==> src/rtl/lifo_pop_streamer.sv <==
// lifo_pop_streamer
//   Downstream stage of the 8-bit LIFO. Issues pops (lifo_rn) against the
//   LIFO empty flag and credit, captures lifo_dataout RD_LAT cycles later
//   into an in-order skid buffer, and presents the buffer head as a
//   valid/ready stream. A drain command pops the whole stack and pulses
//   drain_done once everything has been delivered.
//
// Ports
//   clock         rising-edge clock
//   reset         synchronous, active-high reset
//   enable        level; pop continuously while data and credit exist
//   drain_req     single-cycle pulse; pop until LIFO empty, then report done
//   lifo_empty    LIFO empty flag
//   lifo_dataout  LIFO read data (valid RD_LAT cycles after lifo_rn)
//   lifo_rn       pop strobe to the LIFO (combinational)
//   out_data      stream data, head of skid buffer
//   out_valid     stream valid
//   out_ready     consumer ready
//   busy          FSM not idle, words in flight, or buffer non-empty
//   drain_done    one-cycle pulse when a drain completes
//   pop_count     total pops issued, wraps modulo 2^CNT_W
//
// FSM states
//   state | meaning
//   IDLE  | no pops issued; buffered / in-flight words still stream out
//   RUN   | pop while enable=1, LIFO not empty and credit available
//   DRAIN | pop until LIFO empty and pipe + buffer empty; inputs ignored
//   DONE  | one cycle, drain_done asserted, then back to IDLE

module lifo_pop_streamer #(
  parameter int DW        = 8,
  parameter int RD_LAT    = 1,
  parameter int BUF_DEPTH = 4,
  parameter int CNT_W     = 16
) (
  input  logic             clock,
  input  logic             reset,
  input  logic             enable,
  input  logic             drain_req,
  input  logic             lifo_empty,
  input  logic [DW-1:0]    lifo_dataout,
  output logic             lifo_rn,
  output logic [DW-1:0]    out_data,
  output logic             out_valid,
  input  logic             out_ready,
  output logic             busy,
  output logic             drain_done,
  output logic [CNT_W-1:0] pop_count
);

  localparam int PW = (BUF_DEPTH > 1) ? $clog2(BUF_DEPTH) : 1;
  // wide enough for occ + inflight even if the credit rule were violated
  localparam int CW = $clog2(BUF_DEPTH + RD_LAT + 1);

  typedef enum logic [1:0] {IDLE, RUN, DRAIN, DONE} state_t;

  state_t            state;
  logic [RD_LAT-1:0] vld_pipe;
  logic [DW-1:0]     mem [BUF_DEPTH];
  logic [PW-1:0]     rd_ptr;
  logic [PW-1:0]     wr_ptr;
  logic [CW-1:0]     occ;
  logic [CW-1:0]     inflight;
  logic [CW:0]       credit_used;
  logic              popping_state;
  logic              cap;
  logic              deq;

  always_comb begin
    inflight = '0;
    for (int i = 0; i < RD_LAT; i++) begin
      inflight = inflight + CW'(vld_pipe[i]);
    end
  end

  // Credit covers every word already popped but not yet handed to the
  // consumer. A same-cycle dequeue earns no credit, so the buffer can never
  // be written while full.
  assign credit_used   = {1'b0, occ} + {1'b0, inflight};
  assign popping_state = (state == RUN) || (state == DRAIN);
  // Gated by reset so no pop leaks out during a mid-operation reset cycle.
  assign lifo_rn       = !reset && popping_state && !lifo_empty &&
                         (credit_used < (CW+1)'(BUF_DEPTH));

  assign cap        = vld_pipe[RD_LAT-1];
  assign out_valid  = (occ != '0);
  assign deq        = out_valid && out_ready;
  assign out_data   = mem[rd_ptr];
  assign busy       = (state != IDLE) || (|vld_pipe) || out_valid;
  assign drain_done = (state == DONE);

  always_ff @(posedge clock) begin
    if (reset) begin
      state     <= IDLE;
      vld_pipe  <= '0;
      occ       <= '0;
      rd_ptr    <= '0;
      wr_ptr    <= '0;
      pop_count <= '0;
      for (int i = 0; i < BUF_DEPTH; i++) begin
        mem[i] <= '0;
      end
    end else begin
      case (state)
        IDLE: begin
          if (drain_req)   state <= DRAIN;
          else if (enable) state <= RUN;
        end
        RUN: begin
          if (drain_req)   state <= DRAIN;
          else if (!enable) state <= IDLE;
        end
        DRAIN: begin
          if (lifo_empty && (vld_pipe == '0) && !lifo_rn && (occ == '0)) begin
            state <= DONE;
          end
        end
        DONE:    state <= IDLE;
        default: state <= IDLE;
      endcase

      vld_pipe[0] <= lifo_rn;
      for (int i = 1; i < RD_LAT; i++) begin
        vld_pipe[i] <= vld_pipe[i-1];
      end

      if (cap) begin
        mem[wr_ptr] <= lifo_dataout;
        wr_ptr      <= (wr_ptr == PW'(BUF_DEPTH - 1)) ? '0 : wr_ptr + PW'(1);
      end

      if (deq) begin
        rd_ptr <= (rd_ptr == PW'(BUF_DEPTH - 1)) ? '0 : rd_ptr + PW'(1);
      end

      case ({cap, deq})
        2'b10:   occ <= occ + CW'(1);
        2'b01:   occ <= occ - CW'(1);
        default: occ <= occ;
      endcase

      if (lifo_rn) pop_count <= pop_count + CNT_W'(1);
    end
  end

  // A capture into a full buffer with no dequeue would drop a word.
  always_ff @(posedge clock) begin
    if (!reset) begin
      assert (!(cap && !deq && (occ == CW'(BUF_DEPTH))));
    end
  end

endmodule
==> config.mk <==
export PLATFORM = sky130hd
export DESIGN_NAME = lifo_pop_streamer
export DESIGN_NICKNAME = d
export VERILOG_FILES = /design/src/rtl/lifo_pop_streamer.sv
export SDC_FILE = /design/constraint.sdc
export NUM_CORES = 1
export LEC_CHECK = 0
export ABC_AREA = 1
export ABC_CLOCK_PERIOD_IN_PS = 1650
export CAP_MARGIN = 20
export CORE_AREA = 3 3 81 83
export DETAILED_ROUTE_END_ITERATION = 12
export DIE_AREA = 0 0 84 86
export PLACE_DENSITY = 0.78
export SLEW_MARGIN = 25
export SYNTH_ARGS = -nofsm -noshare
export SYNTH_HDL_FRONTEND = slang
export SYNTH_SLANG_ARGS = --single-unit
export TNS_END_PERCENT = 5
==> constraint.sdc <==
create_clock -name clock -period 1.65 [get_ports clock]
set_input_delay 0.165 -clock clock [delete_from_list [all_inputs] [get_ports clock]]
set_output_delay 0.165 -clock clock [all_outputs]
set_load 0.02 [all_outputs]
After elaboration in Yosys (flattened, before gate mapping)
Memories as Yosys holds them, arrays and structs flattened. A register that Yosys moved wholly into a read port is not among the register bits.
Cells that the tools add are included.
- output and inout bits: 28
- register bits after elaboration: 26
- word-level logic and storage cells: 64
- RAM bits: 32
- memories kept: 1
- bits of input ports: 14
- order comparisons: 1
- reductions and logical operators: 20
- add/subtract/negate cells: 6
- bitwise logic cells: 1
- equal/unequal tests: 10
- mux-type cells: 19
- memory list (name ; depth ; bits a word ; rd ports ; clocked after Yosys merged registers in ; write ports ; RTL line ; RTL):
    mem ; 4 ; 8 ; 1 ; 1 ; 4 ; 59 ; logic [DW-1:0] mem [BUF_DEPTH];
- operator list (operator ; number):
    $mux 2 ; 10
    $add 16x1->16 const B ; 1
    $eq 2x2->1 const B ; 5
    $mux 8 ; 1
    $pmux 2 s4 ; 1
    $reduce_or 8->1 ; 1
    $logic_and 1x1->1 ; 7
    $mux 1 ; 6
    $ne 3x3->1 const B ; 2
    $pmux 3 s2 ; 1
    $add 2x1->2 const B ; 2
    $add 3x1->4 ; 1
    $eq 2x1->1 const B ; 2
    $lt 4x3->1 const B ; 1
    $reduce_bool 2->1 ; 2
    $add 3x1->3 const B ; 1
    $logic_not 1->1 ; 3
    $logic_not 3->1 ; 1
    $logic_or 1x1->1 ; 3
    $reduce_and 3->1 ; 1
    $reduce_bool 3->1 ; 1
    $sub 3x1->3 const B ; 1
    $logic_not 2->1 ; 1
    $ne 2x1->1 const B ; 1
    $not 1->1 ; 1

Longest topological paths before layout
Gate-level depths: netlist of the first run.
- word-level depth: 10
- gate-level depth with buffers: 11
- mapped depth without buffers: 11

Least setup slack after synthesis of the first run
No wires, ideal clock.
- path kind: flip-flop to flip-flop
- from: register occ[2]
- to: register occ[2]
- setup time: 0.114 ns
- arrival: 1.814 ns
- stages on the path, launching flop included: 12
- path slack: -0.278 ns
- path buffers: 0
- cell sequence: dfxtp_1 -> inv_1 -> nand3_1 -> nand2_1 -> inv_1 -> ha_1 -> inv_1 -> fa_1 -> a21oi_1 -> o21ai_0 -> xor2_1 -> nor2_1
- word-level cells in the longest chain between the ends: 4
- ends and longest elaborated chain (element ; RTL line ; RTL):
    start: declaration ; 62 ; logic [CW-1:0] occ;
    start signal: assignment ; 137 ; 2'b10: occ <= occ + CW'(1);
    start signal: assignment ; 138 ; 2'b01: occ <= occ - CW'(1);
    $reduce_bool 3->1 * ; 86 ; assign out_valid = (occ != '0);
    named net out_valid ; 44 ; output logic out_valid,
    $logic_and 1x1->1 * ; 87 ; assign deq = out_valid && out_ready;
    named net deq ; 67 ; logic deq;
    $eq 2x1->1 or $eq 2x2->1 (tied branches) ; 136 ; case ({cap, deq})
    $pmux 3 s2 or $reduce_bool 2->1 (tied branches) ; n/a ;
The timed path passes the listed nets; every way through them passes the cells marked *.
A chain may end at the register's enable or synchronous reset.

Worst setup path in the final report of the first run
- from: register occ[1]
- to: register occ[2]
- word-level cells in the longest chain between the ends: 4
- ends and longest elaborated chain (element ; RTL line):
    $reduce_bool 3->1 * ; 86
    $logic_and 1x1->1 * ; 87
    named net deq ; 67
    $eq 2x1->1 or $eq 2x2->1 (tied branches) ; 136
    $pmux 3 s2 or $reduce_bool 2->1 (tied branches) ; n/a
Marked as above.

==> metrics, run 1 <==
crit-path cells=inv_4, nand3_4, nand2_2, inv_2, ha_1, inv_1, fa_2, a21oi_1, o21ai_1, xor2_1, nor2_1; Synth area leaders=edfxtp_1 33%, dfxtp_1 20%, nor2_1 9.9%; Max stage delay on crit path=370 ps; clk buf depth=2; hold depth=1; Yosys Warn Count=0; Slowest-stage cell, CP=dfxtp_2; register area share after synthesis=53.0%; Post-DP HPWL=4520 um; Chip Height=86 um; Final #Nets=444; Critical R2R Launch=occ[1]; R2R depth=11; synthesized flop and latch total=60; Synth top area share=33.5%; CTS HTree Levels=3; max cap viols=0; count of pins over their slew limit=0; synth cell count leaders=76 x nor2_1, 53 x nand2_1, 49 x inv_1, 32 x edfxtp_1, 28 x dfxtp_1; CP required=1880 ps; total CTS buffers=9; flop-to-flop setup slack=10 ps; Avg Inst Size Synth=8.49 um2; Total Routing Usage GR=18.4%; fraction of layout cells with a size suffix above 1=18.8%; leakage dissipation=1.72 nW; Compound-Gate Fraction of Synth Area=9.25%; crit path launch type=flop; fraction of registers with async set/reset=0%; Post-Synth Adder-Cell Area=4.62%; Netlist cell types=26; Worst Max-Slew Pin Slew=577 ps; Core Util, Final=64.9%; number of port buffers=41; Final Wtd Congestion=0.841; Clock Pin Slew Worst Setup and Hold Paths=70 ps; Clock Skew=8.56 ps; Routed Antenna Nets=0; Overflow after GRT=0; final hold slack=497 ps; Final Cycle Share=99.2%; CP Capture Type=flop; DRT iter0 DRCs=115; power per standard cell area=1010 mW/mm2; DRC errors left=0; Critical Path AT=1860 ps; total power=3.88 mW; Die ar.=0.00722 mm2; Post-Synth Simple-Gate Area=24.7%; final setup fails=0; first-pass GRT wire length=10600 um; count leader, synth=nor2_1; RSZ-0062 raised after global routing=true; first drt pass iteration count=4; Synth Instances=338; CP Max Fanout=3; Site Rows=28; final hold viol count=0; Clock Sinks=60; post-synthesis mux area share=0%; CTS tree=done; vias in the first global route=2455; XOR/XNOR share of the synthesized area=0.916%; worst skew pair latency=330 ps; number of synthesized flops with an enable pin=32; status=finished, final reports clean; min-delay worst type=flop to flop; Worst R2R End=occ[2]; routed via count=2488; Root Driver=clkbuf_8; largest family of logic cells by synthesized area=simple AND/OR/NAND/NOR gates; area of the multi-input gates=0.00116 mm2; Post-Syn Area=0.00287 mm2; die width=84 um; top_reg_cell synth=edfxtp_1; hold worst-path end=pop_count[0]; Hold Path Origin=pop_count[0]; slew margin rel.=61.2%; Initial Utilization=48.5%; DRT Wirelength=6250 um; Mapped Nets=362; CP Class=flop to flop; Layout fillers=485; pin count of the biggest net entering global routing=14; antenna diode count=0; initial antenna violation count=0; via/cell ratio=4.98; Area Growth Syn to Fin=34.0%; Core Footprint=0.00592 mm2; maximum vdd drop=0.604 mV; fmax=611 MHz; Ports=42; Register Area=0.00153 mm2; Tmin final=1640 ps; dominant cell type by area after synthesis=edfxtp_1; routed length per instance=12.5 um
## worst max-delay path: cells and delay by family, from the launching register on
family                     cells  cell delay, ps
adders and majority gates      2             480
DFF                            1             370
buffers and inverters          3             180
xor gates and xnor gates       1             140
AOI/OAI and AO/OA              2             220
and+or+nand+nor                3             160
## timing repair
action                                 in CTS  in global routing
pin swaps                                   0                  2
hold buffers                                0                  0
resized for setup                          29                 21
gates cloned                                0                  0
buffers inserted                            0                  1
endpoints found under the hold margin       0                  0
setup endpoints to repair                  15                 24
## layout make-up
class	count	area share, %
clock inverters	5	1.40
well taps	75	2.44
flip-flops and latches	60	39.8
multi-input cells	223	30.2
clock buffers	11	3.42
repair buffers	76	17.8
inverters	50	4.95
## sequential cells by signal, indices dropped and copies added (netlist names), named ones only
name / cells
mem: 32
occ: 3
state: 2
cap: 1
pop_count: 16
rd_ptr: 2
wr_ptr: 2
## metal layers
metal	wire length, um	share of wire, %	vias to the layer above	global-route usage, %
met4	137	2.2	0	6.58
met5	0	0	-	0
met3	362	5.8	15	6.44
met1	2610	42	1140	20.9
li1	-	-	1260	-
met2	3140	50	73	32.2
## cell families after synthesis
kind of cell | after synthesis
simple gates | 160
flops | 60
buf+inv | 55
compound gates | 50
fa+ha+maj | 10
xor+xnor | 3
## per-stage QoR
step / TNS, ps / std cells / area [um2] / worst slack (ps)
final: 0 / 500 / 3840 / 13.9
after global routing: -869 / 500 / 3840 / -94.2
after CTS: -62.1 / 499 / 3850 / -56.3
after detailed placement: -2700 / 483 / 3670 / -160
after global placement: -1460 / 483 / 3670 / -137
after floorplan: 0 / 338 / 2890 / 4.88
## report_power, final
group	leakage, nW	total (mW)	internal [mW]	switching, mW
clock	0.0870	1.24	0.690	0.551
combinational	1.07	0.913	0.394	0.519
sequential	0.560	1.73	1.67	0.0564
## how the worst max path moves through the flow
stage | cells after the start | endpoint | startpoint | slack [ps]
floorplan | 11 | occ[2] | occ[2] | 5
global placement | 5 | lifo_rn | reset | -140
detailed placement | 5 | lifo_rn | reset | -160
CTS | 7 | lifo_rn | state[1] | -60
global route | 11 | occ[2] | occ[1] | -90
finish | 11 | occ[2] | occ[1] | 10
## cell usage in the layout (no fill, tap or decap), types with 4 or more instances in the layout
cell / instances
nor2_1: 76
dfxtp_1: 23
buf_12: 4
clkbuf_2: 4
inv_2: 5
o21ai_0: 20
clkdlybuf4s50_1: 29
nand3_1: 12
a21oi_1: 11
nand2_1: 51
clkbuf_8: 9
buf_4: 32
edfxtp_1: 32
dfxtp_2: 4
o22ai_1: 8
nand4_1: 6
ha_1: 9
inv_1: 44
o21ai_1: 10
(Power assumes the default switching activity.)
==> run 2, diff against run 1 <==
--- a/config.mk
+++ b/config.mk
@@ -8,10 +8,11 @@
 export ABC_AREA = 1
 export ABC_CLOCK_PERIOD_IN_PS = 1650
 export CAP_MARGIN = 20
-export CORE_AREA = 3 3 81 83
+export CORE_AREA = 3 3 103 66
 export DETAILED_ROUTE_END_ITERATION = 12
-export DIE_AREA = 0 0 84 86
+export DIE_AREA = 0 0 106 69
 export PLACE_DENSITY = 0.78
+export SETUP_SLACK_MARGIN = 0.4
 export SLEW_MARGIN = 25
 export SYNTH_ARGS = -nofsm -noshare
 export SYNTH_HDL_FRONTEND = slang
==> run 2 against run 1 <==
The run now ends with negative setup slack left. Via count increased by 3.9%. Flip-flop and latch count unchanged. Total power increased by 11%. Cell count increased by 2.0%. Worst hold slack got worse by 260 ps. Worst setup slack got worse by 31 ps. First-iteration DRC count increased by 19%. Largest cell class unchanged. Largest power group unchanged.
==> metrics, run 2 (same netlist as run 1, synthesis figures left out) <==
status=finished, violations left (was finished, final reports clean); failing checks=negative setup slack; CP required=1890 ps (was 1880 ps); Total Routing Usage GR=18.7% (was 18.4%); crit path launch type=flop (unchanged); pin count of the biggest net entering global routing=13 (was 14); critical path's top delay family=simple AND/OR/NAND/NOR gates (was adder cells); Clock Pin Slew Worst Setup and Hold Paths=70 ps (about the same); CTS HTree Levels=3 (unchanged); antenna diode count=0 (unchanged); Site Rows=22 (was 28); Core Footprint=0.00595 mm2 (was 0.00592 mm2); CP Capture Type=flop (unchanged); Chip Height=69 um (was 86 um); initial antenna violation count=0 (unchanged); final hold viol count=0 (unchanged); CP Max Fanout=8 (was 3); worst skew pair latency=340 ps (was 330 ps); min-delay worst type=input pin to flop (was flop to flop); Initial Utilization=48.3% (was 48.5%); Setup WS pre-CTS=-194 ps (was -160 ps); die width=106 um (was 84 um); leakage dissipation=2.08 nW (was 1.72 nW); total CTS buffers=9 (unchanged); Worst Max-Slew Pin Slew=719 ps (was 577 ps); via/cell ratio=5.07 (was 4.98); Final Wtd Congestion=0.859 (was 0.841); Slowest-stage cell, CP=dfxtp_2 (unchanged); Die ar.=0.00731 mm2 (was 0.00722 mm2); Bufs and invs on worst path=3 (unchanged); Final Cycle Share=101% (was 99.2%); most common cell after layout, fill and taps aside=nor2_1 (unchanged); count of pins over their slew limit=0 (unchanged); Ports=42 (unchanged); Root Driver=clkbuf_8 (unchanged); Post-Layout Cell Count=510 (was 500); Clock Sinks=60 (unchanged); Max stage delay on crit path=340 ps (was 370 ps); Routed Antenna Nets=0 (unchanged); Largest register FFs=32 (unchanged); CTS tree=done (unchanged); DRT iter0 DRCs=137 (was 115); cts hold-fix bufs=0 (unchanged); R2R depth=10 (was 11); WP depth=10 (was 11); Clock Skew=6.54 ps (was 8.56 ps); final setup fails=1 (was 0); vias in the first global route=2399 (was 2455); most used cell, CP=inv_2; Critical Path AT=1900 ps (was 1860 ps); CP Class=flop to flop (unchanged); fmax=600 MHz (was 611 MHz); max cap viols=0 (unchanged); slew margin rel.=51.7% (was 61.2%); most frequent cells in the layout=48 x nor2_1, 41 x nand2_1, 36 x inv_1 (was 76 x nor2_1, 51 x nand2_1, 44 x inv_1); number of port buffers=41 (unchanged); Reg with most FFs=mem (unchanged); crit-path cells=inv_2, ha_4, inv_2, nor2_4, buf_6, nand3_4, nor2_8, nand2_2, o21ai_1, nor2_1 (was inv_4, nand3_4, nand2_2, inv_2, ha_1, inv_1, fa_2, a21oi_1, o21ai_1, xor2_1, nor2_1); clk buf depth=2 (unchanged); routed length per instance=15.0 um (was 12.5 um); Area Growth Syn to Fin=52.1% (was 34.0%); first-pass GRT wire length=10800 um (was 10600 um); routed via count=2585 (was 2488); biggest regs=mem (32), pop_count (16), occ (3) (unchanged); Cell Count Post-Placement=489 (was 483); Final #Nets=445 (was 444); Core Util, Final=73.4% (was 64.9%); power per standard cell area=984 mW/mm2 (was 1010 mW/mm2); DRT Wirelength=7660 um (was 6250 um); first drt pass iteration count=4 (unchanged); fraction of layout cells with a size suffix above 1=39.2% (was 18.8%); RSZ-0062 raised after global routing=true (unchanged); smallest setup slack after layout=-16.6 ps (was 13.9 ps); Overflow after GRT=0 (unchanged); maximum vdd drop=0.567 mV (was 0.604 mV); DRC errors left=0 (unchanged); final hold slack=238 ps (was 497 ps); hold depth=4 (was 1); Post-DP HPWL=4760 um (was 4520 um); Tmin final=1670 ps (was 1640 ps)
-- run 2: changes by cell type in the layout (fill, tap and decap cells not counted), moves of 6 or more --
cell,before,now
dlymetal6s2s_1,0,16
o21ai_0,20,8
o21ai_2,0,11
nor2_4,3,24
buf_6,0,14
clkdlybuf4s50_1,29,12
nor2_1,76,48
nand2_1,51,41
buf_4,32,25
inv_1,44,36
ha_1,9,3
nor2_2,2,10
nand2_2,2,11
-- run 2: final timing paths --
check / slack, ps / start / end
setup / recovery: -20 / state[1] / pop_count[8]
hold / removal: 240 / reset / cap
setup reg to reg: -20 / state[1] / pop_count[8]
hold reg to reg: 500 / pop_count[0] / pop_count[0]
-- run 2: final cells by class --
type	instances	area, um2
Fill cell	444	1580
Sequential cell	60	1540
Multi-Input combinational cell	224	1540
Timing Repair Buffer	76	781
Inverter	50	200
Clock buffer	9	124
Tap cell	84	105
Clock inverter	7	76.3
-- run 2: worst register-to-register path: stages, from the launching register on --
cell and delay (ps):
dfxtp_2 340, inv_2 50, ha_4 250, inv_2 40, nor2_4 110, buf_6 110, nand3_4 160, nor2_8 220
nand2_2 80, o21ai_1 130, nor2_1 70
-- run 2: stage by stage --
stage / area [um2] / total power, mW / TNS, ps
5_1_grt: 4360 / 4.47 / -482
3_3_place_gp: 3670 / 2.71 / -3980
3_5_place_dp: 3670 / 2.73 / -5460
4_1_cts: 3930 / 4.08 / 0
6_report: 4360 / 4.29 / -16.6
2_1_floorplan: 2930 / 2.28 / 0
-- run 2: power by group --
part,internal [mW],leakage [nW],switching [mW]
logic,0.545,1.42,0.659
registers,1.67,0.562,0.0864
clock network,0.703,0.0958,0.625
-- run 2: timing repair --
item / in CTS / in global routing
cloned: 2 / 1
gates resized for setup: 68 / 153
pin swaps: 7 / 52
setup endpoints to repair: 104 / 108
setup buffers: 1 / 1
endpoints found under the hold margin: 0 / 0
-- run 2: layer usage --
layer,GRT usage (%),up-vias,share of wire (%)
met5,0,-,0
met4,4.17,0,1.5
met3,6.92,12,5.7
met2,28.7,77,49
met1,25.3,1223,44
li1,-,1273,-
==> run 3, diff against run 2 <==
--- a/config.mk
+++ b/config.mk
@@ -5,13 +5,14 @@
 export SDC_FILE = /design/constraint.sdc
 export NUM_CORES = 1
 export LEC_CHECK = 0
-export ABC_AREA = 1
 export ABC_CLOCK_PERIOD_IN_PS = 1650
 export CAP_MARGIN = 20
-export CORE_AREA = 3 3 103 66
+export CELL_PAD_IN_SITES_DETAIL_PLACEMENT = 0
+export CELL_PAD_IN_SITES_GLOBAL_PLACEMENT = 1
+export CORE_AREA = 3 3 65 127
 export DETAILED_ROUTE_END_ITERATION = 12
-export DIE_AREA = 0 0 106 69
-export PLACE_DENSITY = 0.78
+export DIE_AREA = 0 0 68 130
+export PLACE_DENSITY = 0.76
 export SETUP_SLACK_MARGIN = 0.4
 export SLEW_MARGIN = 25
 export SYNTH_ARGS = -nofsm -noshare
==> run 3 against run 2 <==
The flow still finishes with violations (negative setup slack). Non-clock buffer count is the same. Total power rose by 13%. Cell count fell by 19%. Highest routed layer unchanged. Sequential share of layout area rose by 2.9 points. Clock power rose by 56%.
==> metrics, run 3 <==
fraction of registers with async set/reset=0% (unchanged); Total Routing Usage GR=14.9% (was 18.7%); CP endpoint=occ[2] (was pop_count[8]); Mapped Nets=258 (was 362); via/cell ratio=4.92 (was 5.07); Max stage delay on crit path=400 ps (was 340 ps); crit-path cells=or3_4, nand2_4, inv_2, ha_4, inv_2, fa_2, xor2_1, or3_1, a21oi_2 (was inv_2, ha_4, inv_2, nor2_4, buf_6, nand3_4, nor2_8, nand2_2, o21ai_1, nor2_1); Register Area=0.00153 mm2 (was 0.00154 mm2); Bufs and invs on worst path=2 (was 3); routed length per instance=14.5 um (was 15.0 um); top_reg_cell synth=edfxtp_1 (unchanged); count of pins over their slew limit=0 (unchanged); Synth area leaders=edfxtp_1 35%, dfxtp_1 20%, and2_1 7.9% (was edfxtp_1 33%, dfxtp_1 20%, nor2_1 9.9%); area of the multi-input gates=0.00129 mm2 (was 0.00154 mm2); Core Util, Final=54.3% (was 73.4%); power per standard cell area=1210 mW/mm2 (was 984 mW/mm2); Avg Inst Size Synth=11.8 um2 (was 8.49 um2); crit path launch type=flop (unchanged); number of port buffers=41 (unchanged); clk buf depth=2 (unchanged); first drt pass iteration count=4 (unchanged); R2R depth=9 (was 10); Synth Instances=234 (was 338); min-delay worst type=input pin to flop (unchanged); CP Class=flop to flop (unchanged); maximum vdd drop=0.878 mV (was 0.567 mV); max cap viols=0 (unchanged); pin count of the biggest net entering global routing=17 (was 13); Worst Max-Slew Pin Slew=268 ps (was 719 ps); critical path's top delay family=simple AND/OR/NAND/NOR gates (unchanged); final hold viol count=0 (unchanged); CP Max Fanout=2 (was 8); post-placement cell area=0.00351 mm2 (was 0.00367 mm2); Overflow after GRT=0 (unchanged); Critical R2R Launch=occ[1] (was state[1]); synthesized flop and latch total=60 (unchanged); worst skew pair latency=320 ps (was 340 ps); Final Wtd Congestion=0.853 (was 0.859); Routed Antenna Nets=0 (unchanged); die width=68 um (was 106 um); register area share after synthesis=55.2% (was 53.0%); final setup fails=15 (was 1); status=finished, violations left (unchanged); dominant cell type by area after synthesis=edfxtp_1 (unchanged); Core Footprint=0.00738 mm2 (was 0.00595 mm2); biggest regs=mem (32), pop_count (16), occ (3) (unchanged); most used cell, CP=inv_2 (unchanged); flop-to-flop setup slack=-160 ps (was -20 ps); DRC errors left=0 (unchanged); Clock Pin Slew Worst Setup and Hold Paths=50 ps (was 70 ps); Layout fillers=688 (was 444); Die ar.=0.00884 mm2 (was 0.00731 mm2); RSZ-0062 raised after global routing=true (unchanged); Final Cycle Share=110% (was 101%); Initial Utilization=37.4% (was 48.3%); most common cell after layout, fill and taps aside=and2_1 (was nor2_1); Netlist cell types=33 (was 26); first-pass GRT wire length=9670 um (was 10800 um); Slowest-stage cell, CP=or3_4 (was dfxtp_2); CP Capture Type=flop (unchanged); WP depth=9 (was 10); failing checks=negative setup slack (unchanged); Final #Nets=339 (was 445); smallest setup slack after layout=-159 ps (was -16.6 ps); Reg with most FFs=mem (unchanged); leakage dissipation=1.59 nW (was 2.08 nW); Critical Path AT=2070 ps (was 1900 ps); total CTS buffers=9 (unchanged); count leader, synth=and2_1 (was nor2_1); slew margin rel.=82.1% (was 51.7%); Setup crit start=occ[1] (was state[1]); Site Rows=44 (was 22); Worst R2R End=occ[2] (was pop_count[8]); fraction of layout cells with a size suffix above 1=32.8% (was 39.2%); CTS HTree Levels=3 (unchanged); CTS tree=done (unchanged); DRT iter0 DRCs=63 (was 137); antenna diode count=0 (unchanged); Synth top area share=34.9% (was 33.5%); fmax=553 MHz (was 600 MHz); Clock Skew=4.36 ps (was 6.54 ps); Chip Height=130 um (was 69 um); Area Growth Syn to Fin=45.4% (was 52.1%); Post-Syn Area=0.00276 mm2 (was 0.00287 mm2); design area=0.00401 mm2 (was 0.00436 mm2); routed via count=2027 (was 2585); number of synthesized flops with an enable pin=32 (unchanged); Post-DP HPWL=4300 um (was 4760 um); vias in the first global route=2036 (was 2399); most frequent cells in the layout=35 x and2_1, 32 x edfxtp_1, 26 x buf_4 (was 48 x nor2_1, 41 x nand2_1, 36 x inv_1); Root Driver=clkbuf_16 (was clkbuf_8); Ports=42 (unchanged); DRT Wirelength=5980 um (was 7660 um); Tmin final=1810 ps (was 1670 ps); CP required=1910 ps (was 1890 ps); Yosys Warn Count=0 (unchanged); initial antenna violation count=0 (unchanged); final hold slack=314 ps (was 238 ps); Largest register FFs=32 (unchanged); Clock Sinks=60 (unchanged); synth cell count leaders=35 x and2_1, 32 x edfxtp_1, 28 x dfxtp_1, 15 x a21oi_1, 15 x nor2_1 (was 76 x nor2_1, 53 x nand2_1, 49 x inv_1, 32 x edfxtp_1, 28 x dfxtp_1)
[run 3: area by class of cell]
class	count	area share, %
well taps	92	2.87
repair buffers	76	17.6
flip-flops and latches	60	38.1
inverters	9	0.843
clock inverters	6	2.56
clock buffers	10	5.71
multi-input cells	159	32.3
[run 3: report_power, final]
| group | internal, mW | switching, mW | total, mW | leakage [nW] |
|---|---|---|---|---|
| Combinational | 0.563 | 0.496 | 1.06 | 0.866 |
| Clock | 1.46 | 0.624 | 2.08 | 0.162 |
| Sequential | 1.68 | 0.0509 | 1.73 | 0.560 |
| Total | 3.70 | 1.17 | 4.87 | 1.59 |
[run 3: metal layers]
metal | track usage (%) | wire [um]
met1 | 14.8 | 2180
met2 | 27.4 | 3490
met3 | 4.22 | 196
met4 | 6.68 | 109
met5 | 0 | 0
[run 3: cell families (layout without fill, tap and decap cells)]
logic type               count (synthesis)  count (layout)  share of synthesized area, %
AND/OR/NAND/NOR                         98              99                          21.5
multiplexers                            11              11                          7.63
adder cells (fa/ha/maj)                 10              10                          4.81
AO/OA/AOI/OAI                           30              30                          5.86
flip-flops                              60              60                          55.2
buffers and inverters                   16             101                          2.18
XOR/XNOR                                 9               9                          2.86
[run 3: repair_timing]
action | in CTS | in global routing
hold buffers | 0 | 0
gates resized for setup | 97 | 22
pin swaps | 16 | 11
gates cloned | 0 | 1
buffers inserted | 5 | 3
setup endpoints to repair | 105 | 102
[run 3: worst reg2reg max path, cell delays in order (launching register included)]
cell     delay, ps
dfxtp_2        320
or3_4          400
nand2_4         70
inv_2           40
ha_4           150
inv_2           50
fa_2           190
xor2_1          70
or3_1          330
a21oi_2        120
[run 3: stage by stage]
step           total power [mW]  TNS [ps]  worst slack (ps)  std cells
6_report                   4.87     -1120              -159        412
4_1_cts                    4.88     -1120              -161        408
2_1_floorplan              2.32     -1580              -214        234
5_1_grt                    5.08     -2510              -256        412
3_3_place_gp               2.72    -10120              -298        387
3_5_place_dp               2.73    -12230              -360        387
[run 3: worst min-delay path by stage]
stage               cells past startpoint   endpoint  slack, ps       from
finish                                  3     occ[2]        310      reset
global route                            3     occ[2]        350      reset
CTS                                     2  rd_ptr[1]        490  rd_ptr[1]
detailed placement                      2       flop        480  rd_ptr[1]
global placement                        2  rd_ptr[1]        470  rd_ptr[1]
floorplan                               2   state[1]        320  drain_req
